## config.mk

```make
export PLATFORM = sky130hd
export DESIGN_NAME = issue_unit
export DESIGN_NICKNAME = d
export VERILOG_FILES = /design/src/rtl/issue_unit.sv
export SDC_FILE = /design/constraint.sdc
export NUM_CORES = 1
export LEC_CHECK = 0
export CORE_ASPECT_RATIO = 0.7
export CORE_MARGIN = 3
export CORE_UTILIZATION = 44
export DETAILED_ROUTE_END_ITERATION = 10
export HOLD_SLACK_MARGIN = 0.08
export PLACE_DENSITY = 0.74
export SLEW_MARGIN = 10
export SYNTH_ARGS = -nofsm -noshare
export SYNTH_HDL_FRONTEND = slang
export SYNTH_SLANG_ARGS = --single-unit
export TNS_END_PERCENT = 1
```

## constraint.sdc

```tcl
create_clock -name clock -period 10.7 [get_ports clock]
set_input_delay 3.21 -clock clock [delete_from_list [all_inputs] [get_ports clock]]
set_output_delay 3.21 -clock clock [all_outputs]
set_load 0.05 [all_outputs]
```

## src/rtl/issue_unit.sv

```systemverilog
// issue_unit -- single-entry in-order issue stage with a register scoreboard.
//
// Holds at most one decoded instruction. The held entry is sent to one of
// three functional units (ALU, MUL, MEM) once its source and destination
// registers are free and the chosen unit is ready. Writeback results are
// forwarded into the operands in the same cycle they appear.
//
// Ports
//   clock, reset (async, active-low)
//   id_iss_*      decoded instruction in; iss_stall back-pressure to decode
//   iss_reg_addr* register-file read addresses; reg_iss_data* read data
//   wb_iss_*      writeback port (clears pending bits, feeds the bypass)
//   *_iss_ready   FU ready; iss_*_valid one-cycle dispatch strobes
//   iss_ex_*      shared, registered dispatch payload
//   ex_iss_flush  drop the held instruction
//   iss_stall_cycles  saturating count of cycles spent stalled
module issue_unit (
    input  logic        clock,
    input  logic        reset,
    input  logic        id_iss_valid,
    input  logic [6:0]  id_iss_opcode,
    input  logic [2:0]  id_iss_funct3,
    input  logic [6:0]  id_iss_funct7,
    input  logic [2:0]  id_iss_aluop,
    input  logic        id_iss_selimregb,
    input  logic [31:0] id_iss_imedext,
    input  logic [4:0]  id_iss_regdest,
    input  logic        id_iss_writereg,
    input  logic        id_iss_readmem,
    input  logic        id_iss_writemem,
    input  logic [4:0]  id_iss_addra,
    input  logic [4:0]  id_iss_addrb,
    output logic        iss_stall,
    output logic [4:0]  iss_reg_addra,
    output logic [4:0]  iss_reg_addrb,
    input  logic [31:0] reg_iss_dataa,
    input  logic [31:0] reg_iss_datab,
    input  logic        wb_iss_writereg,
    input  logic [4:0]  wb_iss_addr,
    input  logic [31:0] wb_iss_data,
    input  logic        alu_iss_ready,
    input  logic        mul_iss_ready,
    input  logic        mem_iss_ready,
    output logic        iss_alu_valid,
    output logic        iss_mul_valid,
    output logic        iss_mem_valid,
    output logic [31:0] iss_ex_opa,
    output logic [31:0] iss_ex_opb,
    output logic [31:0] iss_ex_imm,
    output logic [2:0]  iss_ex_aluop,
    output logic [2:0]  iss_ex_funct3,
    output logic [4:0]  iss_ex_regdest,
    output logic        iss_ex_writereg,
    output logic        iss_ex_readmem,
    output logic        iss_ex_writemem,
    input  logic        ex_iss_flush,
    output logic [15:0] iss_stall_cycles
);

    typedef enum logic {EMPTY = 1'b0, HELD = 1'b1} state_t;

    state_t      state_reg, state_next;

    // Held instruction fields
    logic [6:0]  opcode_reg;
    logic [2:0]  funct3_reg;
    logic [6:0]  funct7_reg;
    logic [2:0]  aluop_reg;
    logic        selimregb_reg;
    logic [31:0] imedext_reg;
    logic [4:0]  regdest_reg;
    logic        writereg_reg;
    logic        readmem_reg;
    logic        writemem_reg;
    logic [4:0]  addra_reg;
    logic [4:0]  addrb_reg;

    logic [31:0] pending_reg, pending_next;
    logic [31:0] wb_mask;
    logic [31:0] eff_pending;
    logic        sel_mul, sel_mem, sel_alu;
    logic        fu_ready;
    logic        hazard_a, hazard_b, hazard_waw;
    logic        dispatch, capture;
    logic [31:0] opa_byp, opb_byp;

    // One-hot of the register being written back this cycle.
    genvar gi;
    generate
        for (gi = 0; gi < 32; gi++) begin : g_wb_mask
            assign wb_mask[gi] = wb_iss_writereg && (wb_iss_addr == 5'(gi));
        end
    endgenerate

    // A writeback in this cycle already satisfies the dependency because
    // its data is bypassed into the operands below.
    assign eff_pending = pending_reg & ~wb_mask;

    assign sel_mul = (opcode_reg == 7'b0110011) && (funct7_reg == 7'b0000001);
    assign sel_mem = (opcode_reg == 7'b0000011) || (opcode_reg == 7'b0100011);
    assign sel_alu = !sel_mul && !sel_mem;
    assign fu_ready = sel_mul ? mul_iss_ready :
                      sel_mem ? mem_iss_ready : alu_iss_ready;

    assign hazard_a   = (addra_reg != 5'd0) && eff_pending[addra_reg];
    assign hazard_b   = (addrb_reg != 5'd0) && eff_pending[addrb_reg];
    assign hazard_waw = writereg_reg && eff_pending[regdest_reg];

    assign dispatch = (state_reg == HELD) && !ex_iss_flush && !hazard_a &&
                      !hazard_b && !hazard_waw && fu_ready;
    assign iss_stall = (state_reg == HELD) && !dispatch;
    assign capture   = id_iss_valid && !iss_stall && !ex_iss_flush;

    assign iss_reg_addra = addra_reg;
    assign iss_reg_addrb = addrb_reg;

    assign opa_byp = (addra_reg == 5'd0)  ? 32'd0 :
                     wb_mask[addra_reg]   ? wb_iss_data : reg_iss_dataa;
    assign opb_byp = (addrb_reg == 5'd0)  ? 32'd0 :
                     wb_mask[addrb_reg]   ? wb_iss_data : reg_iss_datab;

    // Holding-register FSM
    always_ff @(posedge clock or negedge reset) begin
        if (!reset) state_reg <= EMPTY;
        else        state_reg <= state_next;
    end

    always_comb begin
        state_next = state_reg;
        if (ex_iss_flush)  state_next = EMPTY;
        else if (capture)  state_next = HELD;
        else if (dispatch) state_next = EMPTY;
    end

    always_ff @(posedge clock or negedge reset) begin
        if (!reset) begin
            opcode_reg    <= '0;
            funct3_reg    <= '0;
            funct7_reg    <= '0;
            aluop_reg     <= '0;
            selimregb_reg <= 1'b0;
            imedext_reg   <= '0;
            regdest_reg   <= '0;
            writereg_reg  <= 1'b0;
            readmem_reg   <= 1'b0;
            writemem_reg  <= 1'b0;
            addra_reg     <= '0;
            addrb_reg     <= '0;
        end else if (capture) begin
            opcode_reg    <= id_iss_opcode;
            funct3_reg    <= id_iss_funct3;
            funct7_reg    <= id_iss_funct7;
            aluop_reg     <= id_iss_aluop;
            selimregb_reg <= id_iss_selimregb;
            imedext_reg   <= id_iss_imedext;
            regdest_reg   <= id_iss_regdest;
            writereg_reg  <= id_iss_writereg;
            readmem_reg   <= id_iss_readmem;
            writemem_reg  <= id_iss_writemem;
            addra_reg     <= id_iss_addra;
            addrb_reg     <= id_iss_addrb;
        end
    end

    // Scoreboard: writeback clears, dispatch sets; the set is applied last
    // so it wins when both hit the same register. x0 is never pending.
    always_comb begin
        pending_next = pending_reg & ~wb_mask;
        if (dispatch && writereg_reg && (regdest_reg != 5'd0))
            pending_next[regdest_reg] = 1'b1;
        pending_next[0] = 1'b0;
    end

    always_ff @(posedge clock or negedge reset) begin
        if (!reset) pending_reg <= '0;
        else        pending_reg <= pending_next;
    end

    // Registered dispatch strobes and payload
    always_ff @(posedge clock or negedge reset) begin
        if (!reset) begin
            iss_alu_valid   <= 1'b0;
            iss_mul_valid   <= 1'b0;
            iss_mem_valid   <= 1'b0;
            iss_ex_opa      <= '0;
            iss_ex_opb      <= '0;
            iss_ex_imm      <= '0;
            iss_ex_aluop    <= '0;
            iss_ex_funct3   <= '0;
            iss_ex_regdest  <= '0;
            iss_ex_writereg <= 1'b0;
            iss_ex_readmem  <= 1'b0;
            iss_ex_writemem <= 1'b0;
        end else begin
            iss_alu_valid <= dispatch && sel_alu;
            iss_mul_valid <= dispatch && sel_mul;
            iss_mem_valid <= dispatch && sel_mem;
            if (dispatch) begin
                iss_ex_opa      <= opa_byp;
                iss_ex_opb      <= selimregb_reg ? imedext_reg : opb_byp;
                iss_ex_imm      <= imedext_reg;
                iss_ex_aluop    <= aluop_reg;
                iss_ex_funct3   <= funct3_reg;
                iss_ex_regdest  <= regdest_reg;
                iss_ex_writereg <= writereg_reg;
                iss_ex_readmem  <= readmem_reg;
                iss_ex_writemem <= writemem_reg;
            end
        end
    end

    // Stall counter: flushed cycles are not counted as stalls.
    always_ff @(posedge clock or negedge reset) begin
        if (!reset)
            iss_stall_cycles <= '0;
        else if ((state_reg == HELD) && !dispatch && !ex_iss_flush &&
                 (iss_stall_cycles != 16'hFFFF))
            iss_stall_cycles <= iss_stall_cycles + 16'd1;
    end

endmodule

```

==> impl_metrics.json, run 1 <==
{
  "status": "completed",
  "regToRegSetupSlack_ns": 5.77,
  "period_minus_slack_ns": 10.00,
  "cts_tree": "yes",
  "wl_mm": 36.1,
  "tightest_slew_ns": 1.03,
  "synthesis.nets": 1198,
  "grt-ovfl-total": 0,
  "clockBufferDepth": 3,
  "grt_usage_pct": 25.1,
  "synth_area_per_cell_um2": 11.3,
  "powerDensity_mw_per_mm2": 263,
  "m1WireLength_mm": 15.6,
  "grt_pass1_wl_mm": 55.0,
  "htree_num_levels": 1,
  "maxCapViolations": 0,
  "hp-start": "iss_stall_cycles[11]",
  "drc_errors": 0,
  "max-vdd-ir-drop_uv": 193,
  "root_buffer": "clkbuf_16",
  "die_w_um": 199,
  "start_util_pct": 45.6,
  "cts_buffers": 24,
  "final_nets": 1489,
  "max-slew-margin-rel_pct": 31.5,
  "drive_above_1_share_pct": 15.5,
  "crit_type": "primary input to primary output",
  "slew_viol_final": 0,
  "cts.sinks": 232,
  "port_buffers": 319,
  "hold_violations": 0,
  "vias": 9354,
  "dp_hpwl_mm": 26.1,
  "routedWlPerCell_um": 21.9,
  "cts_hold_buf": 0,
  "synth_xor_area_share_pct": 2.21,
  "min_path_type": "flop to flop",
  "hold-path-cell-count": 1,
  "clk_latency_ns": 0.52,
  "yosys.area_share.simple_pct": 10.6,
  "ys_seq_area_share_pct": 50.6,
  "synth_ff_type": "dfrtp_1",
  "tns_ns": 0,
  "synth_top_family_by_area": "multiplexers",
  "dieArea_mm2": 0.0281,
  "arrival_ns": 6.79,
  "area_delta_synth_final_pct": 36.4,
  "clkSlewWorstSetupHoldPaths_ns": 0.06,
  "required_ns": 7.49,
  "row_count": 48,
  "r2r_end": "iss_ex_imm[25]",
  "coreArea_mm2": 0.0252,
  "ys.warnings.count": 0,
  "finClkSkew_ns": 0.0179,
  "syn_inst": 1017,
  "reg2reg_from": "iss_reg_addrb[0]",
  "synthAdderAreaFrac_pct": 0.109,
  "detail-route-antenna-nets": 0,
  "ys_seq_elements": 232,
  "fillCellCount": 2088,
  "p_leak_nw": 6.35,
  "endpoint_kind": "primary output",
  "synth_edf_count": 0,
  "drt_pass1_iterations": 4,
  "rsz0062_at_grt": "no",
  "routed_via_density": 5.67,
  "gp_congestion": 0.928,
  "hold_end": "iss_stall_cycles[11]",
  "crit_fanout": 14,
  "wl_met2_mm": 15.6,
  "async_flop_share_pct": 100,
  "grt_antenna_before_repair": 2,
  "syn-cell-area_mm2": 0.0115,
  "highest_layer": "met5",
  "cp-start-kind": "primary input",
  "grt_pass1_vias": 9486,
  "r2r_cells": 11,
  "grt_max_degree": 109,
  "drt-initial-drc-count": 629,
  "pin_count": 320,
  "setup_viol": 0,
  "synth_compound_area_share_pct": 9.13,
  "post-cts-setup-buffers": 0,
  "synth.distinct_cells": 59,
  "wl_met3_mm": 3.92,
  "post_cts_resized": 0,
  "power_mw": 4.12,
  "min_period_over_period_pct": 93.5,
  "max_freq_mhz": 100,
  "die_y_um": 141,
  "synth_mux_area_share_pct": 24.2
}
-- cell usage after synthesis (all sizes together), types with 4 or more instances --
cell type  number  area (µm²)
nor3b           4        30.0
xnor2           8        70.1
nand2          27         101
dfrtp         232        5810
a311oi          5        43.8
nand4           7        43.8
buf            44         255
o21ai          73         369
o211ai          9        67.6
nor4            8        50.1
mux4            5         113
nor2          122         458
a31oi           4        25.0
and3            5        31.3
nor3           17        85.1
mux2i          86         861
mux2          160        1800
nand4b          4        35.0
a21oi          68         340
inv             4        15.0
nand2b         11        68.8
or4b            4        40.0
clkbuf         26        97.6
xor2           21         184
nor2b           5        31.3
nand3          17        85.1
-- kinds of logic (layout without fill, tap and decap cells) --
family                     count (synthesis)  after routing
muxes                                    251            251
and+or+nand+nor                          248            248
DFF                                      232            232
AOI/OAI and AO/OA                        182            182
buffers and inverters                     74            381
xor gates and xnor gates                  29             29
adders and majority gates                  1              1
other                                      0              1
-- layout make-up --
cell class,instances,area [µm²],area share (%)
clock inverter,4,30.0,0.192
multi-input combinational,711,5330,34.0
timing repair buffer,335,3320,21.2
sequential,232,5810,37.1
inverter,4,15.0,0.0959
tap,325,407,2.60
clock buffer,38,744,4.76
antenna,1,2.50,0.0160
-- power breakdown --
group          switching (mW)  internal, mW  leakage (nW)  total (mW)
Clock                   0.344         0.476         0.378       0.821
Sequential              0.217          1.16          2.86        1.37
Combinational            1.22         0.702          3.11        1.92
Total                    1.78          2.34          6.35        4.12
-- worst max path at each step --
stage | startpoint | to | slack [ns]
6_report | wb_iss_addr[4] | iss_stall | 0.70
3_3_place_gp | wb_iss_addr[4] | iss_stall | 0.82
2_1_floorplan | wb_iss_addr[1] | iss_stall | 1.84
5_1_grt | wb_iss_addr[3] | iss_stall | 0.55
3_5_place_dp | wb_iss_addr[4] | iss_stall | 0.77
4_1_cts | wb_iss_addr[4] | iss_stall | 0.75
-- critical path, stage by stage --
cell and delay (ns):
clkdlybuf4s50_1 0.64, or4b_1 0.66, o21ai_0 0.34, o31ai_1 0.11, o211ai_1 0.19, o2111ai_1 0.18, nor4_1 0.40, o221a_4 0.30
nor2_1 0.06, clkdlybuf4s50_1 0.70
-- metal layers --
| metal | global-route usage [%] | vias to the layer above |
|---|---|---|
| li1 | - | 4262 |
| met1 | 35.2 | 4578 |
| met2 | 37.7 | 449 |
| met3 | 8.31 | 63 |
| met4 | 6.43 | 2 |
| met5 | 0 | - |
-- through the flow --
step | util [%] | hold WS (ns) | setup WS (ns) | cell area [µm²] | std cells
after floorplan | - | 0.456 | 1.84 | 11500 | 1017
after global placement | 59.1 | 0.471 | 0.821 | 14900 | 1607
after detailed placement | 59.1 | 0.478 | 0.769 | 14900 | 1607
after CTS | 62.2 | 0.490 | 0.754 | 15600 | 1649
after global routing | 62.2 | 0.516 | 0.545 | 15700 | 1650
final | 62.2 | 0.492 | 0.699 | 15700 | 1650
-- placed cells by master (no fill, tap or decap), types with 7 or more instances in the layout --
master,instances
xor2_1,21
a21oi_1,68
o211ai_1,9
nand4_1,7
clkbuf_16,25
buf_4,16
dfrtp_1,232
o21ai_0,70
nand3_1,17
nand2b_1,11
nand2_1,27
clkdlybuf4s50_1,318
xnor2_1,8
nor3_1,17
mux2_2,136
nor4_1,8
nor2_1,120
mux2_1,24
clkbuf_8,7
mux2i_1,86
No activity file was read; power rests on OpenSTA's default activity.
==> run 2, diff against run 1 <==
--- a/config.mk
+++ b/config.mk
@@ -8,6 +8,7 @@
 export CORE_ASPECT_RATIO = 0.7
 export CORE_MARGIN = 3
 export CORE_UTILIZATION = 44
+export CTS_CLUSTER_SIZE = 16
 export DETAILED_ROUTE_END_ITERATION = 10
 export HOLD_SLACK_MARGIN = 0.08
 export PLACE_DENSITY = 0.74
==> constraint.sdc (replaced) <==
create_clock -name clock -period 9.5 [get_ports clock]
set_input_delay 2.85 -clock clock [delete_from_list [all_inputs] [get_ports clock]]
set_output_delay 2.85 -clock clock [all_outputs]
set_load 0.05 [all_outputs]
==> impl_metrics.json, run 2 (synthesis results as in run 1) <==
{
  "max_freq_mhz": 114,
  "tns_ns": 0,
  "grt_pass1_vias": 9750,
  "routedWlPerCell_um": 22.3,
  "final_common_cell": "clkdlybuf4s50_1",
  "p_leak_nw": 6.39,
  "drc_errors": 0,
  "crit_fanout": 13,
  "max-vdd-ir-drop_uv": 195,
  "period_minus_slack_ns": 8.80,
  "routed_via_density": 5.70,
  "coreArea_mm2": 0.0252,
  "crit_type": "primary input to primary output",
  "maxCapViolations": 0,
  "regArea_mm2": 0.00581,
  "rsz0062_at_grt": "no",
  "gp_congestion": 0.923,
  "htree_num_levels": 1,
  "grt_pass1_wl_mm": 56.2,
  "slew_viol_final": 0,
  "tightest_slew_ns": 1.07,
  "row_count": 48,
  "wl_mm": 36.7,
  "status": "completed",
  "vias": 9403,
  "drt-initial-drc-count": 698,
  "grt_use_met1_pct": 35.8,
  "post_cts_resized": 0,
  "drt_pass1_iterations": 6,
  "cts_buffers": 24,
  "start_util_pct": 45.6,
  "cp-start-kind": "primary input",
  "hold_violations": 0,
  "endpoint_kind": "primary output",
  "port_buffers": 319,
  "grt_max_degree": 122,
  "cts_tree": "yes",
  "arrival_ns": 5.95,
  "clkSlewWorstSetupHoldPaths_ns": 0.06,
  "min_period_over_period_pct": 92.7,
  "grt_usage_pct": 25.6,
  "final_cell_mix": "clkdlybuf4s50_1 (317), dfrtp_1 (232), mux2_2 (136)",
  "clockBufferDepth": 3,
  "max-slew-margin-rel_pct": 28.7,
  "finClkSkew_ns": 0.00834,
  "grt_use_met3_pct": 9.03,
  "power_mw": 4.73,
  "root_buffer": "clkbuf_16",
  "multi_input_area_mm2": 0.00533,
  "post-route-util_pct": 62.5,
  "die_y_um": 141,
  "min_path_type": "flop to flop",
  "post-cts-setup-buffers": 0,
  "dp_hpwl_mm": 26.0,
  "die_w_um": 199,
  "detail-route-antenna-nets": 0,
  "antenna_cells": 0,
  "grt-ovfl-total": 0,
  "cts.sinks": 232,
  "required_ns": 6.65,
  "met2_usage_pct": 38.3,
  "area_delta_synth_final_pct": 37.1,
  "grt-busiest-layer": "met2",
  "grt_antenna_before_repair": 1,
  "setup_viol": 0,
  "drive_above_1_share_pct": 15.8,
  "clk_latency_ns": 0.52,
  "fillCellCount": 2018,
  "timing.hold.ws_ns": 0.488,
  "cts_hold_buf": 0,
  "powerDensity_mw_per_mm2": 301,
  "final_nets": 1488,
  "pin_count": 320,
  "dieArea_mm2": 0.0281
}
[run 2: area by class of cell]
class	count	share of cell area (%)
flip-flops and latches	232	36.9
multi-input cells	711	33.9
repair buffers	334	21.1
clock buffers	35	4.66
well taps	325	2.59
clock inverters	8	0.772
inverters	4	0.0955
[run 2: layer usage]
metal  vias up  part of all wire [%]
met3        70                    11
met5         -                 0.035
met1      4658                    43
met2       438                    44
met4         2                   2.7
li1       4235                     -
[run 2: stage by stage]
stage	instance area [µm²]	instances	setup slack, ns
finish	15700	1649	0.695
global route	15700	1649	0.507
CTS	15700	1649	0.849
detailed placement	14900	1606	0.867
global placement	14900	1606	0.899
floorplan	11500	1017	1.36
[run 2: critical path, cell delays in order]
cell and delay, ns:
clkdlybuf4s50_1 0.66, nand4bb_1 0.53, o21ai_0 0.36, mux2i_1 0.12, o21ai_0 0.19, nand2_1 0.08, a311oi_1 0.60, o221a_4 0.29
nor2_1 0.07, buf_4 0.20
[run 2: power by group]
| part | internal (mW) | total [mW] | switching (mW) |
|---|---|---|---|
| clock network | 0.616 | 1.01 | 0.399 |
| registers | 1.30 | 1.54 | 0.239 |
| logic | 0.792 | 2.18 | 1.38 |
[run 2: path summary, 6_finish.rpt]
path / slack, ns / endpoint / from / cells after the start
setup reg to reg: 3.96 / pending_reg[30] / iss_reg_addrb[0] / 12
hold reg to reg: 0.49 / funct3_reg[0] / funct3_reg[0] / 1
setup / recovery: 0.70 / iss_stall / wb_iss_addr[2] / 10
hold / removal: 0.49 / funct3_reg[0] / funct3_reg[0] / 1
min in group asynchronous: 2.34 / iss_ex_readmem / reset / 1
max in group asynchronous: 6.00 / iss_ex_opa[17] / reset / 2
==> variant, RTL diff (settings of run 2) <==
Reset style: synchronous (`reset`), changed in 5 clocked blocks. Comments in the files are not updated.
--- a/src/rtl/issue_unit.sv
+++ b/src/rtl/issue_unit.sv
@@ -120,7 +120,7 @@
                      wb_mask[addrb_reg]   ? wb_iss_data : reg_iss_datab;
 
     // Holding-register FSM
-    always_ff @(posedge clock or negedge reset) begin
+    always_ff @(posedge clock) begin
         if (!reset) state_reg <= EMPTY;
         else        state_reg <= state_next;
     end
@@ -132,7 +132,7 @@
         else if (dispatch) state_next = EMPTY;
     end
 
-    always_ff @(posedge clock or negedge reset) begin
+    always_ff @(posedge clock) begin
         if (!reset) begin
             opcode_reg    <= '0;
             funct3_reg    <= '0;
@@ -171,13 +171,13 @@
         pending_next[0] = 1'b0;
     end
 
-    always_ff @(posedge clock or negedge reset) begin
+    always_ff @(posedge clock) begin
         if (!reset) pending_reg <= '0;
         else        pending_reg <= pending_next;
     end
 
     // Registered dispatch strobes and payload
-    always_ff @(posedge clock or negedge reset) begin
+    always_ff @(posedge clock) begin
         if (!reset) begin
             iss_alu_valid   <= 1'b0;
             iss_mul_valid   <= 1'b0;
@@ -210,7 +210,7 @@
     end
 
     // Stall counter: flushed cycles are not counted as stalls.
-    always_ff @(posedge clock or negedge reset) begin
+    always_ff @(posedge clock) begin
         if (!reset)
             iss_stall_cycles <= '0;
         else if ((state_reg == HELD) && !dispatch && !ex_iss_flush &&
Behaviour: differs if reset is asserted again (counterexample within 4 cycles, from zero or initial values and one cycle with reset low); with reset held inactive, the same outputs for 4 cycles.
==> variant against run 2 <==
Sequential share of layout area shrank 7.3 points; wire length grew 11%; sequential cell count is the same; final area shrank 0.15%; cell count grew 18%; worst setup slack lost 240 ps; largest cell class is now multi-input gates; first-iteration DRC count grew 3.7%; synthesized area grew 2.9%; highest routed layer is now met4.
Power is not compared: it rests on default switching activity, and its combinational part moved more than twofold at a synthesized area within 25%.
==> variant: results (changes against run 2) <==
- Clk_skew: 14.56 ps (+6.215 ps)
- Crit path max fanout: 11 (-2)
- First-pass GRT wire length: 60720 um (+8.0%)
- R2R depth: 10 (-2)
- Routed wl met2: 17140 um (+7.1%)
- CTS Buf Count: 25 (+4.2%)
- Syn avg cell area: 8.991 um^2 (-20%)
- Post-synth top cells: nand2_1 (273), dfxtp_1 (232), mux2i_1 (203)
- Dpl hpwl: 29120 um (+12%)
- Status: complete, no violations
- Synth cell types: 79 (+34%)
- Pre-CTS setup slack: 548.9 ps (-318.1 ps)
- Mux contribution to synthesized area: 0.1788 (-0.06307)
- DR iter-0 viols: 724 (+3.7%)
- Worst-margin pin slew: 1178 ps (+107.9 ps)
- Most used DFF post-synth: dfxtp_1
- Met3 GRT Util: 0.08612 (-0.004177)
- Total track usage: 0.2662 (+0.009806)
- Top cells by area, synth: dfxtp_1 (39%), mux2i_1 (17%), nand2_1 (8.7%)
- DRT Pass-1 Iters: 5 (-1)
- Sequential-to-total area share from yosys stat: 0.3934 (-0.1126)
- Synth Area in XOR/XNOR: 0.01039 (-0.01175)
- Fillers: 2294 (+14%)
- Inst Count DP: 1893 (+18%)
- Synth Area in Compound Gates: 0.1401 (+0.04884)
- Post-Syn Nets: 1494 (+25%)
## variant: logic make-up after synthesis
logic type	after synthesis
and+or+nand+nor	510
DFF	232
buffers and inverters	124
AOI/OAI and AO/OA	225
adders and majority gates	1
xor gates and xnor gates	14
muxes	207
## variant: how the worst max path moves through the flow
stage / slack (ps) / end / startpoint / cells past startpoint
2_1_floorplan: 1830 / iss_stall / wb_iss_addr[4] / 9
3_3_place_gp: 610 / iss_stall / wb_iss_addr[0] / 10
3_5_place_dp: 550 / iss_stall / wb_iss_addr[0] / 10
4_1_cts: 530 / iss_stall / wb_iss_addr[0] / 10
5_1_grt: 240 / iss_stall / wb_iss_addr[0] / 10
6_report: 460 / iss_stall / wb_iss_addr[0] / 10
## variant: worst max-delay path: stages
cell             delay [ps]
clkdlybuf4s50_1         780
nand2_1                 270
o21ai_0                 370
mux2i_1                 120
a2111oi_0               690
a2bb2oi_1               220
nand4_1                 300
o21ai_1                 300
inv_1                    90
buf_4                   200
## variant: per-stage QoR
step / area, um^2 / util / hold slack (ps)
finish: 15710 / 0.6028 / 458.5
global placement: 14920 / 0.5728 / 443.0
CTS: 15700 / 0.6024 / 458.5
floorplan: 11810 / - / 434.4
global route: 15700 / 0.6027 / 480.5
detailed placement: 14920 / 0.5728 / 450.2
## variant: cell type report
cell class / instances / area [um^2] / share of cell area
inverter: 11 / 41.29 / 0.002629
clock inverter: 6 / 37.54 / 0.002390
multi-input combinational: 957 / 6457 / 0.4111
antenna: 4 / 10.01 / 0.0006373
clock buffer: 38 / 734.5 / 0.04676
sequential: 232 / 4644 / 0.2957
timing repair buffer: 336 / 3334 / 0.2123
tap: 357 / 446.7 / 0.02844
## variant: power by group
part | switching (mW) | internal [mW]
Combinational | 0.160 | 0.140
Sequential | 0.0277 | 0.994
Clock | 0.389 | 0.532
